$ cat config.mk
export PLATFORM = sky130hd
export DESIGN_NAME = lab4_cpu_nios2_oci_dct_packer
export DESIGN_NICKNAME = d
export VERILOG_FILES = /design/src/rtl/lab4_cpu_dct_pkg.sv /design/src/rtl/lab4_cpu_nios2_oci_dct_slot.sv /design/src/rtl/lab4_cpu_nios2_oci_dct_packer.sv
export SDC_FILE = /design/constraint.sdc
export NUM_CORES = 1
export LEC_CHECK = 0
export ABC_AREA = 1
export BUFFER_PORTS_ARGS = -buffer_cell sky130_fd_sc_hd__buf_4
export CORE_MARGIN = 3
export CORE_UTILIZATION = 65
export CTS_BUF_LIST = sky130_fd_sc_hd__clkbuf_4
export CTS_CLUSTER_SIZE = 8
export DETAILED_ROUTE_END_ITERATION = 10
export PLACE_DENSITY_LB_ADDON = 0.15
export SYNTH_ARGS = -nofsm -noshare
export SYNTH_HDL_FRONTEND = slang
export SYNTH_SLANG_ARGS = --single-unit
$ cat constraint.sdc
create_clock -name clk -period 4.7 [get_ports clk]
set_input_delay 0.94 -clock clk [delete_from_list [all_inputs] [get_ports clk]]
set_output_delay 0.94 -clock clk [all_outputs]
set_load 0.01 [all_outputs]
$ cat src/rtl/lab4_cpu_dct_pkg.sv
// ============================================================================
// lab4_cpu_dct_pkg : shared widths, FSM encoding and atom-insert helper
//                    for the Nios II OCI DCT packer.
// Revision 1.0
// ============================================================================
`default_nettype none

package lab4_cpu_dct_pkg;

  localparam int DCT_ATOMS  = 15;
  localparam int DCT_ATOM_W = 2;
  localparam int DCT_WORD_W = 30;
  localparam int DCT_CNT_W  = 4;

  typedef enum logic [1:0] {
    RUN   = 2'd0,
    FLUSH = 2'd1,
    ENDED = 2'd2
  } dct_state_t;

  // Returns word with atom written at slot pos (atom k lives at bits [2k+1:2k]).
  function automatic logic [DCT_WORD_W-1:0] dct_insert_atom(
    input logic [DCT_WORD_W-1:0] word,
    input logic [DCT_CNT_W-1:0]  pos,
    input logic [DCT_ATOM_W-1:0] atom
  );
    logic [DCT_WORD_W-1:0] result;
    result = word;
    for (int k = 0; k < DCT_ATOMS; k++) begin
      if (pos == DCT_CNT_W'(k)) begin
        result[k*DCT_ATOM_W +: DCT_ATOM_W] = atom;
      end
    end
    return result;
  endfunction

endpackage

`default_nettype wire

$ cat src/rtl/lab4_cpu_nios2_oci_dct_slot.sv
// ============================================================================
// lab4_cpu_nios2_oci_dct_slot : valid/ready output holding register for packed
//                               DCT words; reports when the slot frees.
// Revision 1.0
// ============================================================================
`default_nettype none

module lab4_cpu_nios2_oci_dct_slot
  import lab4_cpu_dct_pkg::*;
(
  input  logic                  clk,
  input  logic                  reset_n,
  input  logic                  load,
  input  logic [DCT_WORD_W-1:0] load_word,
  input  logic [DCT_CNT_W-1:0]  load_cnt,
  input  logic                  word_ready,
  output logic                  frees,
  output logic                  word_valid,
  output logic [DCT_WORD_W-1:0] dct_buffer,
  output logic [DCT_CNT_W-1:0]  dct_count
);

  logic                  valid_q, valid_d;
  logic [DCT_WORD_W-1:0] buf_q, buf_d;
  logic [DCT_CNT_W-1:0]  cnt_q, cnt_d;

  // The caller only raises load in a cycle where frees is high.
  always_comb begin
    frees   = !valid_q || word_ready;
    valid_d = valid_q;
    buf_d   = buf_q;
    cnt_d   = cnt_q;
    if (load) begin
      valid_d = 1'b1;
      buf_d   = load_word;
      cnt_d   = load_cnt;
    end else if (frees) begin
      valid_d = 1'b0;
    end
  end

  always_ff @(posedge clk or negedge reset_n) begin
    if (!reset_n) begin
      valid_q <= 1'b0;
      buf_q   <= '0;
      cnt_q   <= '0;
    end else begin
      valid_q <= valid_d;
      buf_q   <= buf_d;
      cnt_q   <= cnt_d;
    end
  end

  assign word_valid = valid_q;
  assign dct_buffer = buf_q;
  assign dct_count  = cnt_q;

endmodule

`default_nettype wire

$ cat src/rtl/lab4_cpu_nios2_oci_dct_packer.sv
// ============================================================================
// lab4_cpu_nios2_oci_dct_packer : packs 2-bit trace atoms into 15-atom words,
//   flushes on end-of-test. Optional drop counter: LAB4_CPU_DCT_DROP_CNT_EN.
// Revision 1.0
// ============================================================================
`default_nettype none

module lab4_cpu_nios2_oci_dct_packer
  import lab4_cpu_dct_pkg::*;
(
  input  logic                  clk,
  input  logic                  reset_n,
  input  logic                  atom_valid,
  input  logic [DCT_ATOM_W-1:0] atom,
  input  logic                  test_ending,
  input  logic                  word_ready,
  output logic                  word_valid,
  output logic [DCT_WORD_W-1:0] dct_buffer,
  output logic [DCT_CNT_W-1:0]  dct_count,
`ifdef LAB4_CPU_DCT_DROP_CNT_EN
  output logic [15:0]           dct_drop_count,
`endif
  output logic                  test_has_ended
);

  localparam logic [DCT_CNT_W-1:0] FULL_CNT = DCT_CNT_W'(DCT_ATOMS);

  dct_state_t            state_q, state_d;
  logic [DCT_WORD_W-1:0] fill_buf_q, fill_buf_d;
  logic [DCT_CNT_W-1:0]  fill_cnt_q, fill_cnt_d;

  logic                  slot_load;
  logic [DCT_WORD_W-1:0] slot_word;
  logic [DCT_CNT_W-1:0]  slot_cnt;
  logic                  slot_frees;

  logic [DCT_WORD_W-1:0] packed_word;
  logic [DCT_CNT_W-1:0]  packed_cnt;

  always_comb begin
    state_d     = state_q;
    fill_buf_d  = fill_buf_q;
    fill_cnt_d  = fill_cnt_q;
    slot_load   = 1'b0;
    slot_word   = fill_buf_q;
    slot_cnt    = fill_cnt_q;
    packed_word = dct_insert_atom(fill_buf_q, fill_cnt_q, atom);
    packed_cnt  = fill_cnt_q + 1'b1;

    case (state_q)
      RUN: begin
        if (fill_cnt_q == FULL_CNT) begin
          // Full fill drains into the slot; a same-cycle atom starts the next word.
          if (slot_frees) begin
            slot_load  = 1'b1;
            fill_buf_d = atom_valid ? DCT_WORD_W'(atom) : '0;
            fill_cnt_d = atom_valid ? DCT_CNT_W'(1) : '0;
          end
        end else if (atom_valid) begin
          if (packed_cnt == FULL_CNT && slot_frees) begin
            slot_load  = 1'b1;
            slot_word  = packed_word;
            slot_cnt   = FULL_CNT;
            fill_buf_d = '0;
            fill_cnt_d = '0;
          end else begin
            fill_buf_d = packed_word;
            fill_cnt_d = packed_cnt;
          end
        end
        if (test_ending) begin
          // Nothing left to drain: skip FLUSH so the ended flag rises next edge.
          if (fill_cnt_d == '0 && !slot_load && !word_valid) begin
            state_d = ENDED;
          end else begin
            state_d = FLUSH;
          end
        end
      end
      FLUSH: begin
        if (fill_cnt_q != '0) begin
          if (slot_frees) begin
            slot_load  = 1'b1;
            fill_buf_d = '0;
            fill_cnt_d = '0;
          end
        end else if (!word_valid) begin
          state_d = ENDED;
        end
      end
      ENDED: begin
        state_d = ENDED;
      end
      default: begin
        state_d = RUN;
      end
    endcase
  end

  always_ff @(posedge clk or negedge reset_n) begin
    if (!reset_n) begin
      state_q    <= RUN;
      fill_buf_q <= '0;
      fill_cnt_q <= '0;
    end else begin
      state_q    <= state_d;
      fill_buf_q <= fill_buf_d;
      fill_cnt_q <= fill_cnt_d;
    end
  end

  lab4_cpu_nios2_oci_dct_slot u_slot (
    .clk        (clk),
    .reset_n    (reset_n),
    .load       (slot_load),
    .load_word  (slot_word),
    .load_cnt   (slot_cnt),
    .word_ready (word_ready),
    .frees      (slot_frees),
    .word_valid (word_valid),
    .dct_buffer (dct_buffer),
    .dct_count  (dct_count)
  );

  assign test_has_ended = (state_q == ENDED);

`ifdef LAB4_CPU_DCT_DROP_CNT_EN
  logic        drop;
  logic [15:0] drop_cnt_q, drop_cnt_d;

  // Only RUN can drop: FLUSH and ENDED ignore atoms outright.
  always_comb begin
    drop       = (state_q == RUN) && atom_valid && (fill_cnt_q == FULL_CNT) && !slot_frees;
    drop_cnt_d = drop_cnt_q;
    if (drop && drop_cnt_q != 16'hFFFF) begin
      drop_cnt_d = drop_cnt_q + 16'd1;
    end
  end

  always_ff @(posedge clk or negedge reset_n) begin
    if (!reset_n) begin
      drop_cnt_q <= '0;
    end else begin
      drop_cnt_q <= drop_cnt_d;
    end
  end

  assign dct_drop_count = drop_cnt_q;
`endif

endmodule

`default_nettype wire

==> metrics.txt, run 1 <==
outcome finished, final reports clean; drt pass-1 iters 5; maximum vdd ir drop 393.1 uV; Clock Skew 0.01493 ns; Final setup viols 0; Final Cycle Share 58.43%; clk buf depth 2; Avg Cell Area, Syn 8.334 sq um; Final Routed Wirelength 8502 um; Cells after DPL 578; Initial Util 67.58%; DP HPWL 5671 um; Final ANT Viol Nets 0; Nets 529; Seq/Total Area, Yosys 44.14%; largest net degree at the start of global routing 72; die area 7172 sq um; max_slew headroom 41.13%; Die X 84.69 um; Core ar. 5956 sq um; post-cts resize count 0; via count 3306; DIE HEIGHT 84.69 um; post-synthesis cell type count 28; final hold violation count 0; non-filler cells, final 593; Clock transition at path regs 0.11 ns; Hold Path Class flip-flop to flip-flop; most frequent cells in the layout nand2_1, dfrtp_1, o21ai_0; Startpoint Class flip-flop; CTS root buf clkbuf_4; Starting DRT DRC Count 195; site row count 28; Mapped Area 4025 sq um; Antenna diodes 0; DRC Markers 0; CTS HTree Levels 3; commonest non-fill, non-tap cell in the layout nand2_1; setup TNS 0 ns; antenna violations before repair 0; CTS sink count 71; Clock Latency Late Sink 0.42 ns; Mapped Nets 498; CTS tree built; RD Place Congestion 0.9410; port bufs 42; Power per Cell Area 625.7 nW/um^2; routed len/inst 14.34 um; share of layout cells above drive strength 1 23.94%; Max Slew Vio Count 0; nature of the critical path endpoint flip-flop; Max Clk Rate 364.1 MHz; minimum clock period 2.746 ns; Core Util, Final 73.63%; GRT Total Usage 25.95%; register bit total from synthesis 71; Hold Buf Count CTS 0; I/O pin count 43; vias in the first global route 3298; crit path DAT 3.09 ns; Worst-Margin Slew 0.8831 ns; first-pass GRT wire length 15190 um; kind of critical path flip-flop to flip-flop; Worst EP required 5.04 ns; Syn Inst Count 483; # Post-CTS Setup Buffers 0; yosys warns 0; CP max FO 41; vias per cell 5.575; total CTS buffers 9; MaxCap Viol Count 0; Pleak 2.270 nW; unrepaired setup endpoints after global routing no; GRT overflow 0; synthesis-to-finish area growth 8.953%
[power breakdown]
part	leakage (nW)	internal, mW	total, mW	switching (mW)
registers	0.965	0.836	0.991	0.155
logic	1.23	0.477	1.36	0.887
clock network	0.0727	0.170	0.390	0.220
[final timing paths]
path	to	start	cells past startpoint	slack [ns]
worst max register to register	u_slot.dct_buffer[3]$_DFFE_PN0P_	fill_cnt_q[0]$_DFFE_PN0P_	11	1.95
max in group asynchronous	state_q[1]$_DFFE_PN0P_	reset_n	1	3.50
worst min-delay path	u_slot.dct_buffer[0]$_DFFE_PN0P_	u_slot.dct_buffer[0]$_DFFE_PN0P_	2	0.48
worst min register to register	u_slot.dct_buffer[0]$_DFFE_PN0P_	u_slot.dct_buffer[0]$_DFFE_PN0P_	2	0.48
worst max-delay path	u_slot.dct_buffer[3]$_DFFE_PN0P_	fill_cnt_q[0]$_DFFE_PN0P_	11	1.95
min in group asynchronous	u_slot.dct_buffer[26]$_DFFE_PN0P_	reset_n	1	0.63
[cell usage after synthesis]
master / count / area [sq um]
nand2_1: 148 / 555.5
buf_2: 8 / 40.04
ha_1: 8 / 100.1
o31ai_4: 1 / 21.27
nand3_2: 18 / 180.2
nand3_1: 29 / 145.1
o21ai_2: 26 / 227.7
a22oi_1: 1 / 7.510
o211ai_1: 20 / 150.1
nor2_2: 1 / 6.260
nor2_1: 10 / 37.54
nor2_4: 2 / 22.52
buf_6: 12 / 135.1
a21oi_1: 5 / 25.02
o21ai_1: 7 / 35.03
inv_1: 45 / 168.9
nor3_1: 1 / 5.000
nand3_4: 1 / 17.52
nor3_4: 1 / 16.27
dfrtp_1: 71 / 1777
inv_4: 1 / 6.260
inv_2: 9 / 33.78
clkbuf_1: 3 / 11.26
o22ai_1: 1 / 6.260
nor2_8: 1 / 20.02
o21ai_0: 46 / 230.2
nand4_1: 2 / 12.51
nand2_2: 5 / 31.28
[state kept, by name, indices dropped and copies added, names as in the netlist]
name               flops
fill_buf_q            30
u_slot.word_valid      1
state_q                2
u_slot.dct_buffer     30
u_slot.dct_count       4
fill_cnt_q             4
[critical path, stage by stage, from the launching register on]
cell and delay [ns]:
dfrtp_1 0.49, inv_1 0.15, ha_1 0.31, nand2_1 0.16, nor2_4 0.06, nand3_4 0.10
inv_2 0.03, o21ai_1 0.14, nand2_2 0.34, inv_2 0.64, nand2_1 0.12, o21ai_1 0.10
[cell type report]
cell class | instances | area [sq um]
clock buffer | 11 | 82.58
clock inverter | 4 | 47.55
fill | 454 | 1570
inverter | 55 | 209.0
multi-input combinational | 334 | 1853
sequential | 71 | 1777
tap | 75 | 93.84
timing repair buffer | 43 | 322.8
[stage by stage]
stage / instance area [sq um] / power, mW / hold slack, ns / worst slack (ns)
after floorplan: 4025 / 2.065 / 0.4709 / 2.618
after global placement: 4255 / 2.313 / 0.4570 / 1.777
after detailed placement: 4255 / 2.372 / 0.4605 / 1.692
after CTS: 4385 / 2.761 / 0.4864 / 1.915
after global routing: 4385 / 2.980 / 0.5208 / 1.629
final: 4385 / 2.744 / 0.4829 / 1.954
[cell families after synthesis]
group	synth area share, %
buffers and inverters	9.823
AOI/OAI and AO/OA	17.47
DFF	44.14
and+or+nand+nor	26.08
adders and majority gates	2.487
[per-layer routing]
| layer | track usage [%] | vias up | wire, um |
|---|---|---|---|
| li1 | - | 1640 | - |
| met1 | 35.54 | 1571 | 3731 |
| met2 | 42.14 | 81 | 4271 |
| met3 | 3.729 | 14 | 375 |
| met4 | 9.640 | 0 | 123 |
| met5 | 0 | - | 0 |
No activity file was read; power rests on OpenSTA's default activity.
==> inputs of run 2 (changes only) <==
- ABC_AREA: 1 -> 0
- CORE_UTILIZATION: 65 -> 60
- clock period: 4.7 -> 2.7 ns (I/O delays scaled with it)
==> metrics.txt, run 2 <==
kind of critical path flip-flop to flip-flop; Initial Util 63.51%; non-filler cells, final 468; Mapped Nets 356; Final ANT Viol Nets 0; total CTS buffers 9; Die X 83.51 um; synth top area cells dfrtp_1, o2bb2ai_1, mux2i_1; maximum vdd ir drop 373.4 uV; Max Clk Rate 404.2 MHz; Hold Path Class input pin to async pin; Power per Cell Area 448.5 nW/um^2; Synth top area share 49.29%; DIE HEIGHT 83.51 um; commonest non-fill, non-tap cell in the layout dfrtp_1; die area 6974 sq um; R2R setup slack 0.23 ns; Final Routed Wirelength 8180 um; outcome finished, final reports clean; Fillers 412; Avg Cell Area, Syn 10.57 sq um; vias per cell 6.043; reg2reg start fill_cnt_q[0]$_DFFE_PN0P_; clk buf depth 2; site row count 27; register bit total from synthesis 71; post-cts resize count 0; MaxCap Viol Count 0; Nets 406; DP HPWL 5655 um; Core ar. 5675 sq um; most instantiated library cell after synthesis dfrtp_1; port bufs 42; share of layout cells above drive strength 1 25.25%; first-pass GRT wire length 13870 um; unrepaired setup endpoints after global routing no; Worst Reg-to-Reg Cells 8; DRC Markers 0; Clock transition at path regs 0.13 ns; Main synth FF type dfrtp_1; most frequent cells in the layout dfrtp_1, buf_4, o2bb2ai_1; Final setup viols 0; Antenna diodes 0; most common library cells after synthesis dfrtp_1, o2bb2ai_1, a21oi_1; vias in the first global route 2740; # Post-CTS Setup Buffers 0; CTS sink count 71; GRT Total Usage 24.76%; routed len/inst 17.48 um; Syn Inst Count 341; Startpoint Class flip-flop; GRT overflow 0; ys async rst share 100.0%; RD Place Congestion 0.9065; Seq/Total Area, Yosys 49.29%; reg2reg end u_slot.dct_buffer[9]$_DFFE_PN0P_; minimum clock period 2.474 ns; via count 2828; CTS root buf clkbuf_4; Mapped Area 3605 sq um; Pleak 2.088 nW; Clock Latency Late Sink 0.42 ns; number of synthesized flops with an enable pin 0; Final Cycle Share 91.62%; nature of the critical path endpoint flip-flop; Clock Skew 0.01651 ns; synthesis-to-finish area growth 16.42%; Starting DRT DRC Count 220; CTS HTree Levels 3; drt pass-1 iters 4; area leader, netlist dfrtp_1; CP max FO 11; CTS tree built; largest net degree at the start of global routing 72; yosys warns 0; setup TNS 0 ns; crit path DAT 2.77 ns; Cells after DPL 452; max_slew headroom 42.22%; post-synthesis cell type count 46; antenna violations before repair 0; Worst-Margin Slew 0.8667 ns; Worst EP required 3.00 ns; Hold Buf Count CTS 0; I/O pin count 43; final hold violation count 0; Max Slew Vio Count 0
run 2: changes by cell type in the layout (fill, tap and decap cells not counted), sizes merged, moves of 6 or more:
cell / delta
a21oi: +19
o211ai: -18
nor3: +21
o2bb2ai: +28
nand2: -130
o21ai: -63
mux2: +10
nand3: -40
mux2i: +22
inv: -36
buf: +20
nor4: +6
run 2: cells by family (layout without fill, tap and decap cells):
group	Yosys count	count (layout)	share of synthesized area, %
AOI/OAI and AO/OA	95	95	19.09
xor gates and xnor gates	3	3	0.7290
adders and majority gates	8	8	2.777
buffers and inverters	42	97	5.657
DFF	71	71	49.29
muxes	32	32	9.233
and+or+nand+nor	90	90	13.22
run 2: worst max path at each step:
stage	from	endpoint	slack, ns	cells past startpoint
2_1_floorplan	fill_cnt_q[0]$_DFFE_PN0P_	u_slot.dct_buffer[14]$_DFFE_PN0P_	0.43	8
3_3_place_gp	fill_cnt_q[0]$_DFFE_PN0P_	u_slot.dct_buffer[15]$_DFFE_PN0P_	0.18	7
3_5_place_dp	fill_cnt_q[0]$_DFFE_PN0P_	u_slot.dct_buffer[5]$_DFFE_PN0P_	0.07	7
4_1_cts	fill_cnt_q[0]$_DFFE_PN0P_	u_slot.dct_buffer[5]$_DFFE_PN0P_	0.04	7
5_1_grt	fill_cnt_q[0]$_DFFE_PN0P_	u_slot.dct_buffer[11]$_DFFE_PN0P_	0.07	8
6_report	fill_cnt_q[0]$_DFFE_PN0P_	u_slot.dct_buffer[9]$_DFFE_PN0P_	0.23	8
run 2: cell type report:
type / count / area [sq um] / share of cell area [%]
Clock buffer: 9 / 67.56 / 1.610
Clock inverter: 7 / 95.09 / 2.266
Multi-Input combinational cell: 228 / 1627 / 38.76
Tap cell: 72 / 90.09 / 2.147
Inverter: 18 / 67.56 / 1.610
Sequential cell: 71 / 1777 / 42.34
Timing Repair Buffer: 63 / 473.0 / 11.27
run 2: through the flow:
| step | cell area [sq um] | hold WS (ns) | power [mW] | worst slack, ns | utilization, % |
|---|---|---|---|---|---|
| final | 4197 | 0.2195 | 1.882 | 0.2261 | 73.94 |
| after detailed placement | 4031 | 0.4742 | 1.126 | 0.07485 | 71.03 |
| after floorplan | 3605 | 0.2444 | 1.094 | 0.4328 | - |
| after global routing | 4197 | 0.2656 | 1.952 | 0.06677 | 73.94 |
| after global placement | 4031 | 0.4730 | 1.125 | 0.1813 | 71.03 |
| after CTS | 4194 | 0.2405 | 1.894 | 0.04038 | 73.90 |
run 2: worst max-delay path, stage by stage, from the launching register on:
cell	delay, ns
dfrtp_1	0.37
buf_4	0.15
ha_1	0.38
xor2_1	0.21
nand3_2	0.16
buf_4	0.22
nor4_1	0.53
mux2i_1	0.25
a21oi_1	0.09
run 2: report_power, final:
| group | internal [mW] | total [mW] | switching (mW) |
|---|---|---|---|
| registers | 1.06 | 1.06 | 0 |
| logic | 0.00874 | 0.0406 | 0.0319 |
| clock network | 0.377 | 0.778 | 0.402 |
| total | 1.45 | 1.88 | 0.434 |
run 2: routing by layer:
layer / share of wire (%) / track usage [%] / vias to the layer above / routed length (um)
met2: 46 / 37.17 / 102 / 3769
met5: 0 / 0 / - / 0
met1: 46 / 36.55 / 1367 / 3788
met4: 1.3 / 6.725 / 0 / 106
met3: 6.3 / 5.627 / 13 / 516
li1: - / - / 1346 / -
